==> config.mk <==
export PLATFORM = sky130hd
export DESIGN_NAME = phase_generator_flat
export DESIGN_NICKNAME = d
export VERILOG_FILES = /design/src/rtl/phase_generator_if.sv /design/src/rtl/phase_generator.sv /design/src/flat_wrapper.sv
export SDC_FILE = /design/constraint.sdc
export NUM_CORES = 1
export LEC_CHECK = 0
export BUFFER_PORTS_ARGS = -buffer_cell sky130_fd_sc_hd__buf_4
export CAP_MARGIN = 20
export CORE_ASPECT_RATIO = 0.7
export CORE_MARGIN = 4
export CORE_UTILIZATION = 25
export DETAILED_ROUTE_END_ITERATION = 8
export PLACE_DENSITY = 0.39
export SLEW_MARGIN = 20
export SYNTH_ARGS = -nofsm -noshare
export SYNTH_HDL_FRONTEND = slang
export SYNTH_SLANG_ARGS = --single-unit
==> constraint.sdc <==
create_clock -name clock -period 8.5 [get_ports clock]
set_input_delay 0 -clock clock [delete_from_list [all_inputs] [get_ports clock]]
set_output_delay 0 -clock clock [all_outputs]
set_load 0.005 [all_outputs]
==> src/rtl/phase_generator_if.sv <==
// Tuning-word handshake between a frequency source and the phase generator.
interface phase_generator_if #(
    parameter int ACC_WIDTH = 24
);
    logic [ACC_WIDTH-1:0] freq_word;
    logic                 freq_valid;
    logic                 freq_ready;

    modport master (
        output freq_word,
        output freq_valid,
        input  freq_ready
    );

    modport slave (
        input  freq_word,
        input  freq_valid,
        output freq_ready
    );
endinterface

==> src/rtl/phase_generator.sv <==
// DDS-style phase source for the CORDIC core.
// The accumulator advances by the active tuning word on every enabled cycle.
// The accumulator plus a phase offset is folded into a first-quadrant angle
// (0..PHASE_90) and a 2-bit quadrant code, which are driven from registers.
module phase_generator #(
    parameter int PHASE_WIDTH = 13,
    parameter int ACC_WIDTH   = 24,
    parameter int PHASE_90    = 3216,
    parameter int UPDATE_MODE = 0
) (
    input  logic                   clock,
    input  logic                   reset_n,
    input  logic                   enable,
    input  logic                   sync_clear,
    input  logic [ACC_WIDTH-1:0]   phase_offset,
    phase_generator_if.slave       freq_if,
    output logic [PHASE_WIDTH-1:0] phase,
    output logic [1:0]             quadrant,
    output logic                   out_valid,
    output logic                   wrap
);

    localparam int F  = ACC_WIDTH - 2;            // fraction bits inside one quadrant
    localparam int PW = F + 1 + PHASE_WIDTH;      // full product width of m*PHASE_90

    // Maps an accumulator angle onto 0..PHASE_90. Quadrants II and IV run
    // backwards, so that the output is a triangle folded about pi/2.
    function automatic logic [PHASE_WIDTH-1:0] fold_phase(input logic [ACC_WIDTH-1:0] eff);
        logic [F:0]    m;
        logic [PW-1:0] prod;
        if (eff[F]) begin
            m = {1'b1, {F{1'b0}}} - {1'b0, eff[F-1:0]};
        end else begin
            m = {1'b0, eff[F-1:0]};
        end
        prod = PW'(m) * PW'(PHASE_90);
        return PHASE_WIDTH'(prod >> F);
    endfunction

    logic [ACC_WIDTH-1:0]   acc_q, acc_d;
    logic [ACC_WIDTH-1:0]   freq_active_q, freq_active_d;
    logic [ACC_WIDTH-1:0]   pend_q, pend_d;
    logic                   ready_q, ready_d;       // 1 = pending slot empty
    logic                   wrap_s1_q, wrap_s1_d;
    logic                   valid_s1_q, valid_s1_d;
    logic [PHASE_WIDTH-1:0] phase_q, phase_d;
    logic [1:0]             quad_q, quad_d;
    logic                   out_valid_q, out_valid_d;
    logic                   wrap_q, wrap_d;

    logic [ACC_WIDTH:0]     sum_s;
    logic                   carry_s;
    logic                   accept_s;
    logic [ACC_WIDTH-1:0]   eff_s;

    assign sum_s    = {1'b0, acc_q} + {1'b0, freq_active_q};
    assign carry_s  = enable & ~sync_clear & sum_s[ACC_WIDTH];
    assign accept_s = freq_if.freq_valid & ready_q;
    assign eff_s    = acc_q + phase_offset;

    // Stage 1: accumulator advance with clear priority and carry detection.
    always_comb begin
        acc_d      = acc_q;
        wrap_s1_d  = 1'b0;
        valid_s1_d = enable;
        if (sync_clear) begin
            acc_d = {ACC_WIDTH{1'b0}};
        end else if (enable) begin
            acc_d     = sum_s[ACC_WIDTH-1:0];
            wrap_s1_d = sum_s[ACC_WIDTH];
        end else begin
            acc_d = acc_q;
        end
    end

    // Tuning-word update: immediate, or held until the next wrap / clear.
    always_comb begin
        freq_active_d = freq_active_q;
        pend_d        = pend_q;
        ready_d       = ready_q;
        if (UPDATE_MODE == 0) begin
            ready_d = 1'b1;
            if (accept_s) begin
                freq_active_d = freq_if.freq_word;
            end else begin
                freq_active_d = freq_active_q;
            end
        end else begin
            if (!ready_q) begin
                if (sync_clear || carry_s) begin
                    freq_active_d = pend_q;
                    ready_d       = 1'b1;
                end else begin
                    ready_d = 1'b0;
                end
            end else if (accept_s) begin
                pend_d  = freq_if.freq_word;
                ready_d = 1'b0;
            end else begin
                ready_d = 1'b1;
            end
        end
    end

    // Stage 2: fold the offset angle and align valid/wrap with it.
    always_comb begin
        phase_d     = fold_phase(eff_s);
        quad_d      = eff_s[ACC_WIDTH-1:ACC_WIDTH-2];
        out_valid_d = valid_s1_q;
        wrap_d      = wrap_s1_q;
    end

    // State and output registers.
    always_ff @(posedge clock or negedge reset_n) begin
        if (!reset_n) begin
            acc_q         <= {ACC_WIDTH{1'b0}};
            freq_active_q <= {ACC_WIDTH{1'b0}};
            pend_q        <= {ACC_WIDTH{1'b0}};
            ready_q       <= 1'b1;
            wrap_s1_q     <= 1'b0;
            valid_s1_q    <= 1'b0;
            phase_q       <= {PHASE_WIDTH{1'b0}};
            quad_q        <= 2'b00;
            out_valid_q   <= 1'b0;
            wrap_q        <= 1'b0;
        end else begin
            acc_q         <= acc_d;
            freq_active_q <= freq_active_d;
            pend_q        <= pend_d;
            ready_q       <= ready_d;
            wrap_s1_q     <= wrap_s1_d;
            valid_s1_q    <= valid_s1_d;
            phase_q       <= phase_d;
            quad_q        <= quad_d;
            out_valid_q   <= out_valid_d;
            wrap_q        <= wrap_d;
        end
    end

    assign freq_if.freq_ready = ready_q;
    assign phase              = phase_q;
    assign quadrant           = quad_q;
    assign out_valid          = out_valid_q;
    assign wrap               = wrap_q;

endmodule
==> src/flat_wrapper.sv <==
// flat-port wrapper written by rule: the top's interface ports become plain ports
module phase_generator_flat 
#(
    parameter int PHASE_WIDTH = 13,
    parameter int ACC_WIDTH   = 24,
    parameter int PHASE_90    = 3216,
    parameter int UPDATE_MODE = 0
)
  (clock, reset_n, enable, sync_clear, phase_offset, phase, quadrant, out_valid, wrap, freq_if_freq_word, freq_if_freq_valid, freq_if_freq_ready);
  phase_generator_if #(.ACC_WIDTH(ACC_WIDTH)) freq_if_i ();
  input  logic clock;
  input  logic reset_n;
  input  logic enable;
  input  logic sync_clear;
  input  logic [ACC_WIDTH-1:0] phase_offset;
  output logic [PHASE_WIDTH-1:0] phase;
  output logic [1:0] quadrant;
  output logic out_valid;
  output logic wrap;
  input wire logic [$bits(freq_if_i.freq_word)-1:0] freq_if_freq_word;
  input wire logic [$bits(freq_if_i.freq_valid)-1:0] freq_if_freq_valid;
  output wire logic [$bits(freq_if_i.freq_ready)-1:0] freq_if_freq_ready;
  assign freq_if_i.freq_word = freq_if_freq_word;
  assign freq_if_i.freq_valid = freq_if_freq_valid;
  assign freq_if_freq_ready = freq_if_i.freq_ready;
  phase_generator #(.PHASE_WIDTH(PHASE_WIDTH), .ACC_WIDTH(ACC_WIDTH), .PHASE_90(PHASE_90), .UPDATE_MODE(UPDATE_MODE)) u_core (.clock(clock), .reset_n(reset_n), .enable(enable), .sync_clear(sync_clear), .phase_offset(phase_offset), .freq_if(freq_if_i), .phase(phase), .quadrant(quadrant), .out_valid(out_valid), .wrap(wrap));
endmodule
==> metrics.txt, run 1 <==
status finished, final reports clean; Placed Area 0.00892 mm2; n_diodes 0; register bit total from synthesis 67; Post-Synth Simple-Gate Area 10.5%; worst-path fanout max 5; Fin. Hold Viols 0; Setup violations, final 0; I/O Pins 71; Finished Cell Area 0.00953 mm2; CP peak stage delay 550 ps; register area share after synthesis 21.1%; Mapped Nets 1068; GR Overflow Total 0; Final #Nets 1160; Longest Clk Path Bufs 2; CTS tree done; Critical Path Start Type register; worst-margin pin slew 926 ps; crit path from u_core.acc_q[0]$_DFFE_PN0P_; # port buffers 69; CORE AREA 0.0313 mm2; Post-CTS Setup Bufs 0; synthesized area 0.00796 mm2; Fin Hold WS 136 ps; WP data required 8750 ps; CP Capture Type register; Worst Setup EP u_core.phase[12]$_DFF_PN0_; post-route setup TNS 0 ps; clk sinks 67; gp weighted congestion 0.767; number of remaining DRC errors 0; worst skew pair latency 360 ps; number of synthesized flops with an enable pin 0; mux share of post-synthesis cell area 5.17%; Cells after Synth 844; Period minus WS final 7540 ps; Reg-to-Reg Start u_core.acc_q[0]$_DFFE_PN0P_; initial DRC count 276; Most Frequent Cell on Critical Path ha_1; WS Path Type reg2reg; Post-Synth XOR/XNOR Area 11.0%; DIE WIDTH 221 um; clk slew on worst S/H paths 70 ps; H-tree levels 3; Area Growth Syn to Fin 19.7%; R2R setup slack 960 ps; root buf cell clkbuf_16; Reg2Reg Depth 27; Clock Skew 9.97 ps; Via density 4.49; Tot GR Track Use 11.6%; via total after detailed routing 6117; layout cell share with drive strength beyond 1 14.6%; Final Slew Violations 0; synth warn 0; Fillers 3274; Rel. slew slack 37.4%; R2R Path End u_core.phase[12]$_DFF_PN0_; max-cap viol count 0; Most used DFF post-synth dfrtp_1; largest net degree at the start of global routing 68; drt pass-1 iters 4; die height 157 um; cts bufs inserted 9; antenna violations before repair 0; RSZ-0062 raised after global routing false; HP Class in2reg; number of cell rows 54; Cell variety after synth 77; syn avg cell area 9.43 um2; Async SR Flop Fraction 100%; vias in the first global route 5876; Wirelength per Cell 14.5 um; slowest CP cell fa_1; Initial Util 25.4%; crit path DAT 7790 ps; DIE AREA 0.0348 mm2; Tcrit/Tclk final 88.7%; Compound-Gate Fraction of Synth Area 18.1%; FMAX 133 MHz; Adder-Cell Fraction of Synth Area 29.0%; first-pass GRT wire length 32000 um; post-DP HPWL 16000 um; largest family of logic cells by synthesized area adder cells; final WL 19700 um; Final ANT Viol Nets 0
==> what timing repair did <==
action / in CTS / in global routing
hold buffers: 28 / 0
gates resized for setup: 0 / 0
setup endpoints to repair: 0 / 0
hold endpoints to repair: 95 / 0
==> how the worst min path moves through the flow <==
| stage | cells past startpoint | to | slack (ps) | start |
|---|---|---|---|---|
| 2_1_floorplan | 0 | u_core.acc_q[0]$_DFFE_PN0P_ | -300 | reset_n |
| 3_3_place_gp | 1 | u_core.acc_q[20]$_DFFE_PN0P_ | 230 | reset_n |
| 3_5_place_dp | 1 | u_core.freq_active_q[22]$_DFFE_PN0P_ | 220 | reset_n |
| 4_1_cts | 5 | u_core.quadrant[1]$_DFF_PN0_ | 110 | phase_offset[22] |
| 5_1_grt | 5 | u_core.quadrant[1]$_DFF_PN0_ | 130 | phase_offset[22] |
| 6_report | 5 | u_core.quadrant[1]$_DFF_PN0_ | 140 | phase_offset[22] |
==> cell families (layout without fill, tap and decap cells) <==
group / after synthesis / count (layout)
buffers and inverters: 102 / 199
other: 1 / 1
and+or+nand+nor: 161 / 161
AOI/OAI and AO/OA: 209 / 209
adders and majority gates: 171 / 171
xor gates and xnor gates: 95 / 95
DFF: 67 / 67
muxes: 38 / 38
==> state kept, by name, summed over array words and instances (netlist names) <==
name                  flops
u_core.acc_q             24
u_core.freq_active_q     24
u_core.out_valid          1
u_core.out_valid_d        1
u_core.phase             13
u_core.quadrant           2
u_core.wrap               1
u_core.wrap_d             1
==> cell usage in the layout, fill, tap and decap left out, drive strengths merged, types with 5 or more instances in the layout <==
cell type and n:
ha 149, inv 85, buf 72, dfrtp 67
a21oi 67, nor2 56, xnor2 50, xor2 45
nand2 36, a21o 33, dlygate4sd3 28, mux2 25
o21ai 25, fa 22, nand3 13, mux2i 13
nor3 12, clkbuf 12, a211oi 11, o21bai 11
o21a 10, nand4 7, nor2b 6, a31oi 6
and3 5
==> synth_stat cells, drive strengths merged (4+ instances only) <==
master,instances,share of area (%)
inv,83,3.9
nor4b,4,0.82
mux2i,13,1.6
o21bai,11,1.1
a21oi,67,4.4
nor2,56,2.7
a21o,33,3.1
nand2,36,1.7
a211o,4,0.44
ha,149,23
mux2,25,3.5
buf,9,0.80
fa,22,5.5
a41oi,4,0.44
nand3,13,0.82
clkbuf,10,0.47
o21ai,25,1.6
nor3,12,0.90
o211ai,4,0.38
xor2,45,5.2
xnor2,50,5.7
nand4,7,0.55
a211oi,11,1.1
o21a,10,0.94
and3,5,0.39
nor2b,6,0.47
dfrtp,67,21
a31oi,6,0.66
==> per-layer routing <==
metal | wire length [um] | vias to the layer above | share of wire (%) | track usage [%]
li1 | - | 3207 | - | -
met1 | 11200 | 2829 | 57 | 18.3
met2 | 7720 | 70 | 39 | 15.5
met3 | 631 | 11 | 3.2 | 3.00
met4 | 166 | 0 | 0.84 | 2.32
met5 | 0 | - | 0 | 0
==> worst max-delay path, delay by kind of cell (launching register included) <==
family	cells	cell delay, ps
xor gates and xnor gates	3	600
AOI/OAI and AO/OA	11	2720
buffers and inverters	2	210
DFF	1	400
adders and majority gates	6	2210
and+or+nand+nor	5	1280
==> per-stage QoR <==
stage | cells | worst slack, ps | util, %
after floorplan | 844 | 1880 | -
after global placement | 1317 | 1030 | 28.5
after detailed placement | 1317 | 904 | 28.5
after CTS | 1361 | 887 | 30.4
after global routing | 1361 | 171 | 30.4
final | 1361 | 957 | 30.4
==> area by class of cell <==
| cell class | count | area [um2] | share of cell area, % |
|---|---|---|---|
| sequential | 67 | 1680 | 17.6 |
| clock inverter | 4 | 55.1 | 0.578 |
| clock buffer | 12 | 267 | 2.80 |
| timing repair buffer | 100 | 821 | 8.62 |
| multi-input combinational | 675 | 5870 | 61.6 |
| tap | 420 | 526 | 5.52 |
| inverter | 83 | 312 | 3.27 |
Power of run 1 is left out: the tool's default activity adds up to more than one toggle a clock period on the data nets, which glitch-free logic cannot reach.
==> run 2: changes to the inputs <==
--- a/config.mk
+++ b/config.mk
@@ -10,6 +10,7 @@
 export CORE_ASPECT_RATIO = 0.7
 export CORE_MARGIN = 4
 export CORE_UTILIZATION = 25
+export CTS_BUF_LIST = sky130_fd_sc_hd__clkbuf_16
 export DETAILED_ROUTE_END_ITERATION = 8
 export PLACE_DENSITY = 0.39
 export SLEW_MARGIN = 20
==> run 2 against run 1 <==
Sequential cell count is the same. Core utilization is 0.096 points lower. Register-to-register slack barely moved. Via count fell by 0.29%. Critical path type unchanged. First-iteration DRC count grew 0.72%. Sequential share of layout area grew 0.056 points. Worst setup slack gained 3.9 ps. Worst hold slack is essentially flat.
==> metrics.txt, run 2 (synthesis results as in run 1) <==
status finished, final reports clean; crit path buf inv count 2; die height 157 um; WS Path Type reg2reg; Clock Skew 9.37 ps; number of cell rows 54; Most Frequent Cell on Critical Path ha_1; first-pass GRT wire length 32000 um; clk slew on worst S/H paths 60 ps; Longest Clk Path Bufs 2; Tot GR Track Use 11.6%; post-route setup TNS 0 ps; crit path DAT 7780 ps; DIE AREA 0.0348 mm2; I/O Pins 71; worst skew pair latency 360 ps; CP Capture Type register; Critical Path Start Type register; gp weighted congestion 0.767; number of remaining DRC errors 0; Final #Nets 1160; via total after detailed routing 6099; post-cts resize count 0; crit path from u_core.acc_q[0]$_DFFE_PN0P_; Final Slew Violations 0; commonest cells after routing, fill and taps aside ha_1 (149), inv_1 (83), buf_4 (72), dfrtp_1 (67), a21oi_1 (64); worst-margin pin slew 927 ps; RSZ-0062 raised after global routing false; Initial Util 25.4%; Period minus WS final 7540 ps; Fin Hold WS 137 ps; n_diodes 0; CTS tree done; largest net degree at the start of global routing 68; Reg2Reg Depth 27; Wirelength per Cell 14.5 um; root buf cell clkbuf_16; # port buffers 69; drt pass-1 iters 4; Setup violations, final 0; clk sinks 67; R2R Path End u_core.phase[12]$_DFF_PN0_; Via density 4.48; H-tree levels 3; worst-path fanout max 5; Final ANT Viol Nets 0; post-DP HPWL 16000 um; vias in the first global route 5873; cts bufs inserted 9; initial DRC count 278; R2R setup slack 960 ps; max-cap viol count 0; Rel. slew slack 37.3%; GR Overflow Total 0; WP data required 8750 ps; Area Growth Syn to Fin 19.3%; CORE AREA 0.0313 mm2; most common cell after layout, fill and taps aside ha_1; Worst Setup EP u_core.phase[12]$_DFF_PN0_; FMAX 133 MHz; slowest CP cell fa_1; Tcrit/Tclk final 88.7%; CP peak stage delay 550 ps; antenna violations before repair 0; final WL 19700 um; layout cell share with drive strength beyond 1 14.2%; DIE WIDTH 221 um; Reg-to-Reg Start u_core.acc_q[0]$_DFFE_PN0P_; CP top delay family compound AO/OA/AOI/OAI gates; Fin. Hold Viols 0; stages on the worst setup path 27; HP Class in2reg
run 2: metal layers:
metal | share of wire (%) | GRT usage (%) | up-vias
li1 | - | - | 3206
met1 | 57 | 18.3 | 2808
met2 | 39 | 15.5 | 74
met3 | 3.5 | 3.00 | 11
met4 | 0.84 | 2.32 | 0
met5 | 0 | 0 | -
run 2: final cells by class:
class | count | area (um2)
clock buffer | 9 | 225
timing repair buffer | 100 | 821
tap | 420 | 526
inverter | 83 | 312
sequential | 67 | 1680
clock inverter | 7 | 66.3
multi-input combinational | 675 | 5870
fill | 3277 | 21800
run 2: worst min path at each step:
stage / start / depth (start not counted) / to
floorplan: reset_n / 0 / u_core.acc_q[0]$_DFFE_PN0P_
global placement: reset_n / 1 / u_core.acc_q[20]$_DFFE_PN0P_
detailed placement: reset_n / 1 / u_core.freq_active_q[22]$_DFFE_PN0P_
CTS: phase_offset[22] / 5 / u_core.quadrant[1]$_DFF_PN0_
global route: phase_offset[22] / 5 / u_core.quadrant[1]$_DFF_PN0_
finish: phase_offset[22] / 5 / u_core.quadrant[1]$_DFF_PN0_
run 2: what timing repair did:
| item | 4_1_cts | 5_1_grt |
|---|---|---|
| hold endpoints to repair | 95 | 0 |
| endpoints found under the setup margin | 0 | 0 |
| buffers inserted | 0 | 0 |
| hold buffers | 28 | 0 |
run 2: worst reg2reg max path, cell delays in order, from the launching register on:
cell      delay, ps
dfrtp_1         400
ha_1            230
fa_1            470
a211oi_2        290
o21bai_2        160
a221o_1         310
a221o_1         350
nor4_4          310
and4bb_1        340
nor4b_4         390
nor2_1          100
xnor2_1         300
inv_1           170
fa_1            550
inv_1            40
ha_1            300
xor2_1          170
ha_1            320
ha_1            340
nand4_1         140
a211oi_1        240
o211ai_1        200
a31oi_1         400
a41oi_1         250
a21oi_1         260
a21o_1          180
a21oi_1          80
xnor2_1         130
run 2: metrics by stage:
step | setup slack [ps] | cell area, um2 | instances | utilization, %
after floorplan | 1880 | 7960 | 844 | -
after global placement | 1030 | 8920 | 1317 | 28.5
after detailed placement | 904 | 8920 | 1317 | 28.5
after CTS | 886 | 9500 | 1361 | 30.4
after global routing | 170 | 9500 | 1361 | 30.4
final | 961 | 9500 | 1361 | 30.4
Power of run 2 is left out for the same reason.
